File: src/rtl/hack_alu.sv
// rtl/hack_alu.sv - Registered 16-bit Hack ALU with zero/negative flags
module hack_alu #(
  parameter int WIDTH = 16
) (
  input  logic             clk,
  input  logic             reset,
  input  logic [WIDTH-1:0] x,
  input  logic [WIDTH-1:0] y,
  input  logic             zx,
  input  logic             nx,
  input  logic             zy,
  input  logic             ny,
  input  logic             f,
  input  logic             no,
  input  logic             in_valid,
  output logic [WIDTH-1:0] ALUoutput,
  output logic             isZero,
  output logic             isNeg,
  output logic             out_valid
);

  logic [WIDTH-1:0] w_xa;
  logic [WIDTH-1:0] w_xb;
  logic [WIDTH-1:0] w_ya;
  logic [WIDTH-1:0] w_yb;
  logic [WIDTH-1:0] w_r;
  logic [WIDTH-1:0] w_out;

  logic [WIDTH-1:0] r_out;
  logic             r_zero;
  logic             r_neg;
  logic             r_valid;

  always_comb begin
    w_xa  = zx ? '0 : x;
    w_xb  = nx ? ~w_xa : w_xa;
    w_ya  = zy ? '0 : y;
    w_yb  = ny ? ~w_ya : w_ya;
    // Carry-out of the add is intentionally dropped.
    w_r   = f ? (w_xb + w_yb) : (w_xb & w_yb);
    w_out = no ? ~w_r : w_r;
  end

  always_ff @(posedge clk or posedge reset) begin
    if (reset) begin
      r_out   <= '0;
      r_zero  <= 1'b1;
      r_neg   <= 1'b0;
      r_valid <= 1'b0;
    end else begin
      r_valid <= in_valid;
      if (in_valid) begin
        r_out  <= w_out;
        r_zero <= (w_out == '0);
        r_neg  <= w_out[WIDTH-1];
      end
    end
  end

  assign ALUoutput = r_out;
  assign isZero    = r_zero;
  assign isNeg     = r_neg;
  assign out_valid = r_valid;

endmodule

File: config.mk
export PLATFORM = sky130hd
export DESIGN_NAME = hack_alu
export DESIGN_NICKNAME = d
export VERILOG_FILES = /design/src/rtl/hack_alu.sv
export SDC_FILE = /design/constraint.sdc
export NUM_CORES = 1
export LEC_CHECK = 0
export BUFFER_PORTS_ARGS = -buffer_cell sky130_fd_sc_hd__buf_2
export CAP_MARGIN = 25
export CORE_MARGIN = 2
export CORE_UTILIZATION = 45
export DETAILED_ROUTE_END_ITERATION = 10
export PLACE_DENSITY = 0.69
export SLEW_MARGIN = 15
export SYNTH_ARGS = -nofsm -noshare
export SYNTH_HDL_FRONTEND = slang
export SYNTH_SLANG_ARGS = --single-unit
File: constraint.sdc
create_clock -name clk -period 1.15 [get_ports clk]
set_input_delay 0.1725 -clock clk [delete_from_list [all_inputs] [get_ports clk]]
set_output_delay 0.1725 -clock clk [all_outputs]
set_load 0.1 [all_outputs]
==> impl_metrics.yaml, run 1 <==
run_status:
  violations: "negative setup slack"
  status: "complete, but fails checks"
synthesis:
  yosys_warnings: 0
  ys_types: 57
  synth_area_um2: 2510
  syn-mean-instance-area_um2: 8.32
  synth_top_flop_cell: "dfrtp_1"
  synth-edff-count: 0
  synth_nets: 360
  synth.yosys.seq_area_share_pct: 18.0
  ys_ff_latch: 18
  synthArstFlopShare_pct: 100
  syn_inst: 302
power:
  ir_worst_vdd_v: 0.00188
  power_density_nw_per_um2: 1620
  power.leakage_nw: 2.25
  pwr-share-clk_pct: 6.7
  power_frac_comb_pct: 80.0
  power_switching_mw: 3.97
  switching_share_pct: 50.0
  power_frac_seq_pct: 13.3
  p_int_mw: 3.97
floorplan:
  io_pins: 60
  core_area_um2: 5440
  die_h_um: 78.7
  initial_core_util_pct: 46.2
  row_count: 27
  die_x_um: 78.7
  dieArea_um2: 6200
sta:
  slew_headroom_pct: 66.0
  fin_crit_sh_pct: 275
  worstMarginPinSlew_ns: 0.506
  grt_setup_unrepaired: "yes"
  drv_slew: 0
  fmax_mhz: 316
  setup_violations: 18
  hold_violations: 0
  period_needed_ns: 3.17
  fin_tns_setup_ns: -24.66
  setup_ws_ns: -2.02
  fin_hold_ws_ns: 0.353
  fin_skew_ns: 0
route:
  wl_um: 13500
  ant_nets: 0
  vias: 3447
  drtIter0Drc: 378
  dr.pass1.iters: 6
  wl_per_cell_um: 25.3
  detail_route.vias_per_cell: 6.46
  drc: 0
setup_path:
  path_max_fanout: 3
  worst-setup-path-type: "input pin to flop"
  cp-start-kind: "input pin"
  critical_path_arrival_ns: 3.33
  end_kind: "flop"
  cp.required_ns: 1.31
global_route:
  grt_antenna_before_repair: 0
  grtUsageTotal_pct: 33.7
  grt_pass1_wl_um: 16400
  grt_pass1_vias: 3318
  grt_overflow: 0
  grt_max_degree: 21
cells_and_area:
  fin_area_um2: 4900
  drive_above_1_share_pct: 59.5
  area_growth_pct: 95.1
  fillers: 190
  fin_util_pct: 90.1
  nets: 521
  antenna_cells: 0
placement:
  io_buffers: 59
  place.gp.congestion: 0.920
  preCtsSetupSlack_ns: -2.09
  post_dp_cell_area_um2: 3890
  detailed_place_hpwl_um: 5760
cts:
  tritoncts: "built"
  cts-htree-levels: 1
  clk_pin_slew_ns: 0.07
  cts_made_buffers: 3
  clock_latency_ns: 0.26
  cts-root-buf: "clkbuf_8"
  cts.sink_count: 18
  clk_path_buf_depth: 2
hold_path:
  min_path_type: "input pin to flop"
run:
  maxCapViolCount: 0
critical path: stages:
cell and delay, ns:
buf_8 0.10, nand2b_4 0.16, xnor2_4 0.14, ha_4 0.18, fa_2 0.40, a211oi_4 0.27
buf_4 0.17, o21ai_4 0.07, buf_4 0.16, mux2i_4 0.18, o2111ai_2 0.22, nor2_1 0.21
mux2i_1 0.13, or4_4 0.53, o32ai_2 0.21
metal layers:
metal | GRT usage, % | share of wire (%)
met1 | 37.2 | 35
met3 | 4.43 | 9.1
met2 | 64.4 | 47
met4 | 13.5 | 8.4
met5 | 0 | 0
final timing paths:
check | start | end | slack [ns] | depth (start not counted)
worst max-delay path | zy | isZero | -2.02 | 15
worst min-delay path | in_valid | out_valid | 0.35 | 2
worst max register to register | isZero | isZero | 0.24 | 3
worst min register to register | ALUoutput[14] | ALUoutput[14] | 0.59 | 1
max in group asynchronous | reset | isZero | 0.41 | 4
min in group asynchronous | reset | ALUoutput[8] | 0.47 | 4
state kept, by name, summed over array words and instances (netlist names):
signal and flops:
isZero 1, out_valid 1, ALUoutput 16
power by group through the flow:
| stage | registers, mW | logic, mW | clock network (mW) |
|---|---|---|---|
| 3_5_place_dp | 1.03 | 4.78 | 0 |
| 4_1_cts | 1.02 | 5.50 | 0.522 |
| 6_report | 1.06 | 6.34 | 0.532 |
| 3_3_place_gp | 1.02 | 4.70 | 0 |
| 2_1_floorplan | 2.21 | 1.69 | 0 |
| 5_1_grt | 1.07 | 6.49 | 0.557 |
placed cells by master (no fill, tap or decap), types with 4 or more instances in the layout:
cell,n
and3_1,4
mux2i_1,5
a21o_1,7
nand3_1,8
nand2b_1,21
clkbuf_8,4
xor2_1,7
ha_4,4
xnor2_2,11
a21oi_2,5
nor2b_1,5
nand2b_4,12
xnor2_1,25
buf_6,27
nand2_1,7
buf_8,5
a31oi_1,4
a21oi_1,5
dfrtp_1,16
inv_1,10
xnor2_4,4
o211ai_1,4
buf_4,82
mux2_2,5
buf_12,23
nor2_1,13
buf_2,36
mux2_4,8
nand4_1,4
ha_1,12
cell usage after synthesis, types with 3 or more instances:
library cell | count | area share, %
nor2b_1 | 7 | 1.7
o211ai_1 | 4 | 1.2
a21oi_1 | 13 | 2.6
buf_1 | 5 | 0.75
o21ai_1 | 3 | 0.60
nand3_1 | 11 | 2.2
and3_1 | 6 | 1.5
inv_1 | 11 | 1.6
nand4_1 | 4 | 1.0
nor3_1 | 6 | 1.2
mux2i_1 | 8 | 3.2
a21o_1 | 7 | 2.1
o31ai_1 | 3 | 0.90
clkbuf_1 | 9 | 1.3
nand2b_1 | 33 | 8.2
xnor2_1 | 40 | 14
a31oi_1 | 5 | 1.2
mux2_2 | 13 | 5.8
nand3b_1 | 3 | 0.90
nor2_1 | 13 | 1.9
ha_1 | 16 | 8.0
dfrtp_1 | 17 | 17
o22ai_1 | 3 | 0.75
a211oi_1 | 3 | 0.90
xor2_1 | 8 | 2.8
or3_1 | 3 | 0.75
a211o_1 | 3 | 1.0
nand2_1 | 7 | 1.0
logic make-up (layout without fill, tap and decap cells):
group | count (synthesis) | after routing | synth area share (%)
simple gates | 106 | 106 | 24.7
buf+inv | 30 | 190 | 4.88
flops | 18 | 18 | 18.0
compound gates | 62 | 62 | 17.9
xor+xnor | 48 | 48 | 16.7
mux | 21 | 21 | 9.01
fa+ha+maj | 17 | 17 | 8.76
final cells by class:
cell class / count / area, um2 / area share, %
Sequential cell: 18 / 455 / 9.29
Timing Repair Buffer: 174 / 1650 / 33.6
Multi-Input combinational cell: 254 / 2610 / 53.3
Clock buffer: 4 / 55.1 / 1.12
Inverter: 12 / 45.0 / 0.919
Tap cell: 72 / 90.1 / 1.84
per-stage QoR:
| stage | cells | power [mW] |
|---|---|---|
| after floorplan | 302 | 3.90 |
| after global placement | 497 | 5.72 |
| after detailed placement | 497 | 5.81 |
| after CTS | 529 | 7.04 |
| after global routing | 534 | 8.12 |
| final | 534 | 7.93 |
what timing repair did:
action	in CTS	in global routing
setup buffers	30	8
pin swaps	32	20
endpoints found under the setup margin	18	18
hold buffers	1	0
resized for setup	88	47
endpoints found under the hold margin	17	0
Note: power is estimated with default switching activity, not from simulation.
==> run 2, diff against run 1 <==
--- a/config.mk
+++ b/config.mk
@@ -5,12 +5,13 @@
 export SDC_FILE = /design/constraint.sdc
 export NUM_CORES = 1
 export LEC_CHECK = 0
+export ABC_AREA = 1
 export BUFFER_PORTS_ARGS = -buffer_cell sky130_fd_sc_hd__buf_2
 export CAP_MARGIN = 25
 export CORE_MARGIN = 2
 export CORE_UTILIZATION = 45
 export DETAILED_ROUTE_END_ITERATION = 10
-export PLACE_DENSITY = 0.69
+export PLACE_DENSITY = 0.68
 export SLEW_MARGIN = 15
 export SYNTH_ARGS = -nofsm -noshare
 export SYNTH_HDL_FRONTEND = slang
==> run 2 against run 1 <==
  * The flow still finishes with violations (negative setup slack)
  * Non-clock buffer count shrank 26
  * Clock-buffer cell count unchanged
  * Register-to-register slack improved by 0.12 ns
  * Worst hold slack worse by 0.063 ns
  * Clock power shrank 18%
  * Die area rose by 6.5%
  * Sequential power is 19% lower
  * Synthesized cell count rose by 52%
  * Core utilization shrank 8.8 points
  * Critical path type unchanged
  * Largest power group unchanged
==> impl_metrics.yaml, run 2 <==
setup_path:
  crit_family: "simple AND/OR/NAND/NOR gates"
  critical-path-slowest-cell: "fa_2"
  reg2reg_slack_ns: 0.36
  end_kind: "flop"
  r2r-start: "ALUoutput[15]"
  worst-setup-path-type: "input pin to flop"
  cp_cell_sequence: "buf_6 > clkinvlp_4 > buf_4 > nand2_2 > xor2_1 > inv_2 > fa_2 > nand2_4 > nand2_4 > nand3_4 > nand2_4 > nand2_4 > nand2_1 > nand2_1 > nand3_2 > nand2_1 > nand2_1 > nand2_2 > buf_4 > buf_6 > o21ai_0"
  critical_path_arrival_ns: 2.35
  reg2reg_to: "ALUoutput[15]"
  cp.buffers_inverters: 6
  path_max_fanout: 5
  cp_slowest_stage_delay_ns: 0.41
  cp.required_ns: 1.28
  cp-start-kind: "input pin"
  reg2regPathDepth: 2
power:
  power_frac_comb_pct: 78.1
  power_frac_seq_pct: 14.5
  ir_worst_vdd_v: 0.000970
  finalPower_mw: 5.92
  pwr-share-clk_pct: 7.3
  switching_share_pct: 50.2
  power_switching_mw: 2.98
  power.leakage_nw: 2.47
  power_density_nw_per_um2: 1250
  p_int_mw: 2.95
synthesis:
  yosys-top-cells-area: "nand2_1 (22%), dfrtp_1 (16%), nand3_1 (13%)"
  synth.yosys.seq_area_share_pct: 16.8
  synthArstFlopShare_pct: 100
  synth_top_area_share_pct: 22.1
  yosys_warnings: 0
  synth_area_um2: 2680
  synth-edff-count: 0
  syn_inst: 458
  yosys.area.top_type: "nand2_1"
  yosysMostFrequentCell: "nand2_1"
  synth_top_flop_cell: "dfrtp_1"
  ys_ff_latch: 18
  ys_top_cells_by_count: "nand2_1 (158), inv_1 (70), nand3_1 (68), xor2_1 (33), nor2_1 (22)"
  synth_nets: 516
  syn-mean-instance-area_um2: 5.86
  ys_types: 30
run_status:
  violations: "negative setup slack"
  status: "complete, but fails checks"
cells_and_area:
  drive_above_1_share_pct: 49.7
  largest_reg_flops: 16
  final_common_cell: "nand2_1"
  layout.cells.non_filler: 671
  mostFrequentLayoutCells: "nand2_1 (117), buf_4 (74), inv_1 (58), nand3_1 (38), buf_2 (38)"
  antenna_cells: 0
  nets: 655
  fin_area_um2: 4760
  area_growth_pct: 77.2
global_route:
  grt_max_degree: 21
  grt_antenna_before_repair: 0
  grtUsageTotal_pct: 24.0
  grt_overflow: 0
  grt_pass1_wl_um: 12700
  grt_pass1_vias: 3003
hold_path:
  min_path_type: "input pin to flop"
  min_to: "ALUoutput[4]"
  holdPathStages: 4
  worstHoldStart: "in_valid"
sta:
  fin_hold_ws_ns: 0.290
  fmax_mhz: 450
  slew_headroom_pct: 79.5
  drv_slew: 0
  hold_violations: 0
  setup_violations: 18
  period_needed_ns: 2.22
  grt_setup_unrepaired: "yes"
  fin_tns_setup_ns: -14.03
  fin_crit_sh_pct: 193
  setup_ws_ns: -1.07
  fin_skew_ns: 0
  worstMarginPinSlew_ns: 0.307
placement:
  io_buffers: 59
  placed_cells: 655
  post_dp_cell_area_um2: 4100
  detailed_place_hpwl_um: 5890
  place.gp.congestion: 0.836
floorplan:
  die_h_um: 81.2
  die_x_um: 81.2
  initial_core_util_pct: 45.9
  dieArea_um2: 6600
  io_pins: 60
  row_count: 28
  core_area_um2: 5850
route:
  drtIter0Drc: 200
  detail_route.vias_per_cell: 5.07
  vias: 3401
  dr.pass1.iters: 5
  ant_nets: 0
  drc: 0
  wl_um: 8740
  wl_per_cell_um: 13.0
cts:
  cts.sink_count: 18
  cts_made_buffers: 3
  clk_pin_slew_ns: 0.06
  cts-root-buf: "clkbuf_8"
  clk_path_buf_depth: 2
  tritoncts: "built"
  cts-htree-levels: 1
  clock_latency_ns: 0.25
run:
  maxCapViolCount: 0
## run 2: cell types whose count changed after synthesis, moves of 25 or more
cell / delta
nand2b_1: -33
nand2_1: +151
xor2_1: +25
xnor2_1: -39
nand3_1: +57
inv_1: +59
## run 2: cell type report
cell class,count,area (um2)
tap,75,93.8
timing repair inverter,1,5.00
sequential,18,455
timing repair buffer,148,1340
fill,370,1090
clock buffer,4,45.0
multi-input combinational,352,2530
inverter,73,285
## run 2: cells by family (layout without fill, tap and decap cells)
| family | after synthesis | count (layout) | synth area share [%] |
|---|---|---|---|
| AOI/OAI and AO/OA | 30 | 30 | 6.43 |
| xor gates and xnor gates | 34 | 34 | 11.1 |
| adders and majority gates | 17 | 17 | 8.21 |
| buffers and inverters | 88 | 226 | 13.3 |
| DFF | 18 | 18 | 16.8 |
| and+or+nand+nor | 271 | 271 | 44.1 |
## run 2: routing by layer
metal,wire length [um],vias to the layer above,part of all wire [%],GRT usage [%]
li1,-,1705,-,-
met1,3490,1529,40,29.5
met2,4500,138,51,44.6
met3,427,29,4.9,1.56
met4,318,0,3.6,6.95
met5,0,-,0,0
## run 2: through the flow
step | utilization [%] | worst slack (ns)
finish | 81.3 | -1.07
global route | 81.3 | -1.20
CTS | 75.3 | -1.01
detailed placement | 70.0 | -1.33
global placement | 70.0 | -1.31
floorplan | - | -1.01
## run 2: power by group through the flow
stage	clock, mW	combinational, mW	sequential [mW]
global route	0.489	4.92	0.874
CTS	0.439	4.11	0.862
floorplan	0	1.74	1.58
finish	0.435	4.63	0.860
detailed placement	0	3.85	0.873
global placement	0	3.79	0.869
## run 2: worst max-delay path by stage
stage	startpoint	end	slack [ns]	depth (start not counted)
after CTS	zy	isZero	-1.01	18
final	zy	ALUoutput[10]	-1.07	21
after detailed placement	zy	isZero	-1.33	20
after global routing	zy	isZero	-1.20	22
after global placement	zy	isZero	-1.31	18
after floorplan	nx	isZero	-1.01	16
## run 2: repair_timing
action,CTS,global route
gates resized for setup,51,82
pin swaps,36,62
endpoints found under the hold margin,5,0
buffers inserted,8,5
cloned,1,0
hold buffers,1,0
setup endpoints to repair,18,18
## run 2: worst reg2reg max path, delay by kind of cell, from the launching register on
kind | cells | cell delay, ns
flip-flops | 1 | 0.51
AO/OA/AOI/OAI | 1 | 0.06
AND/OR/NAND/NOR | 1 | 0.11
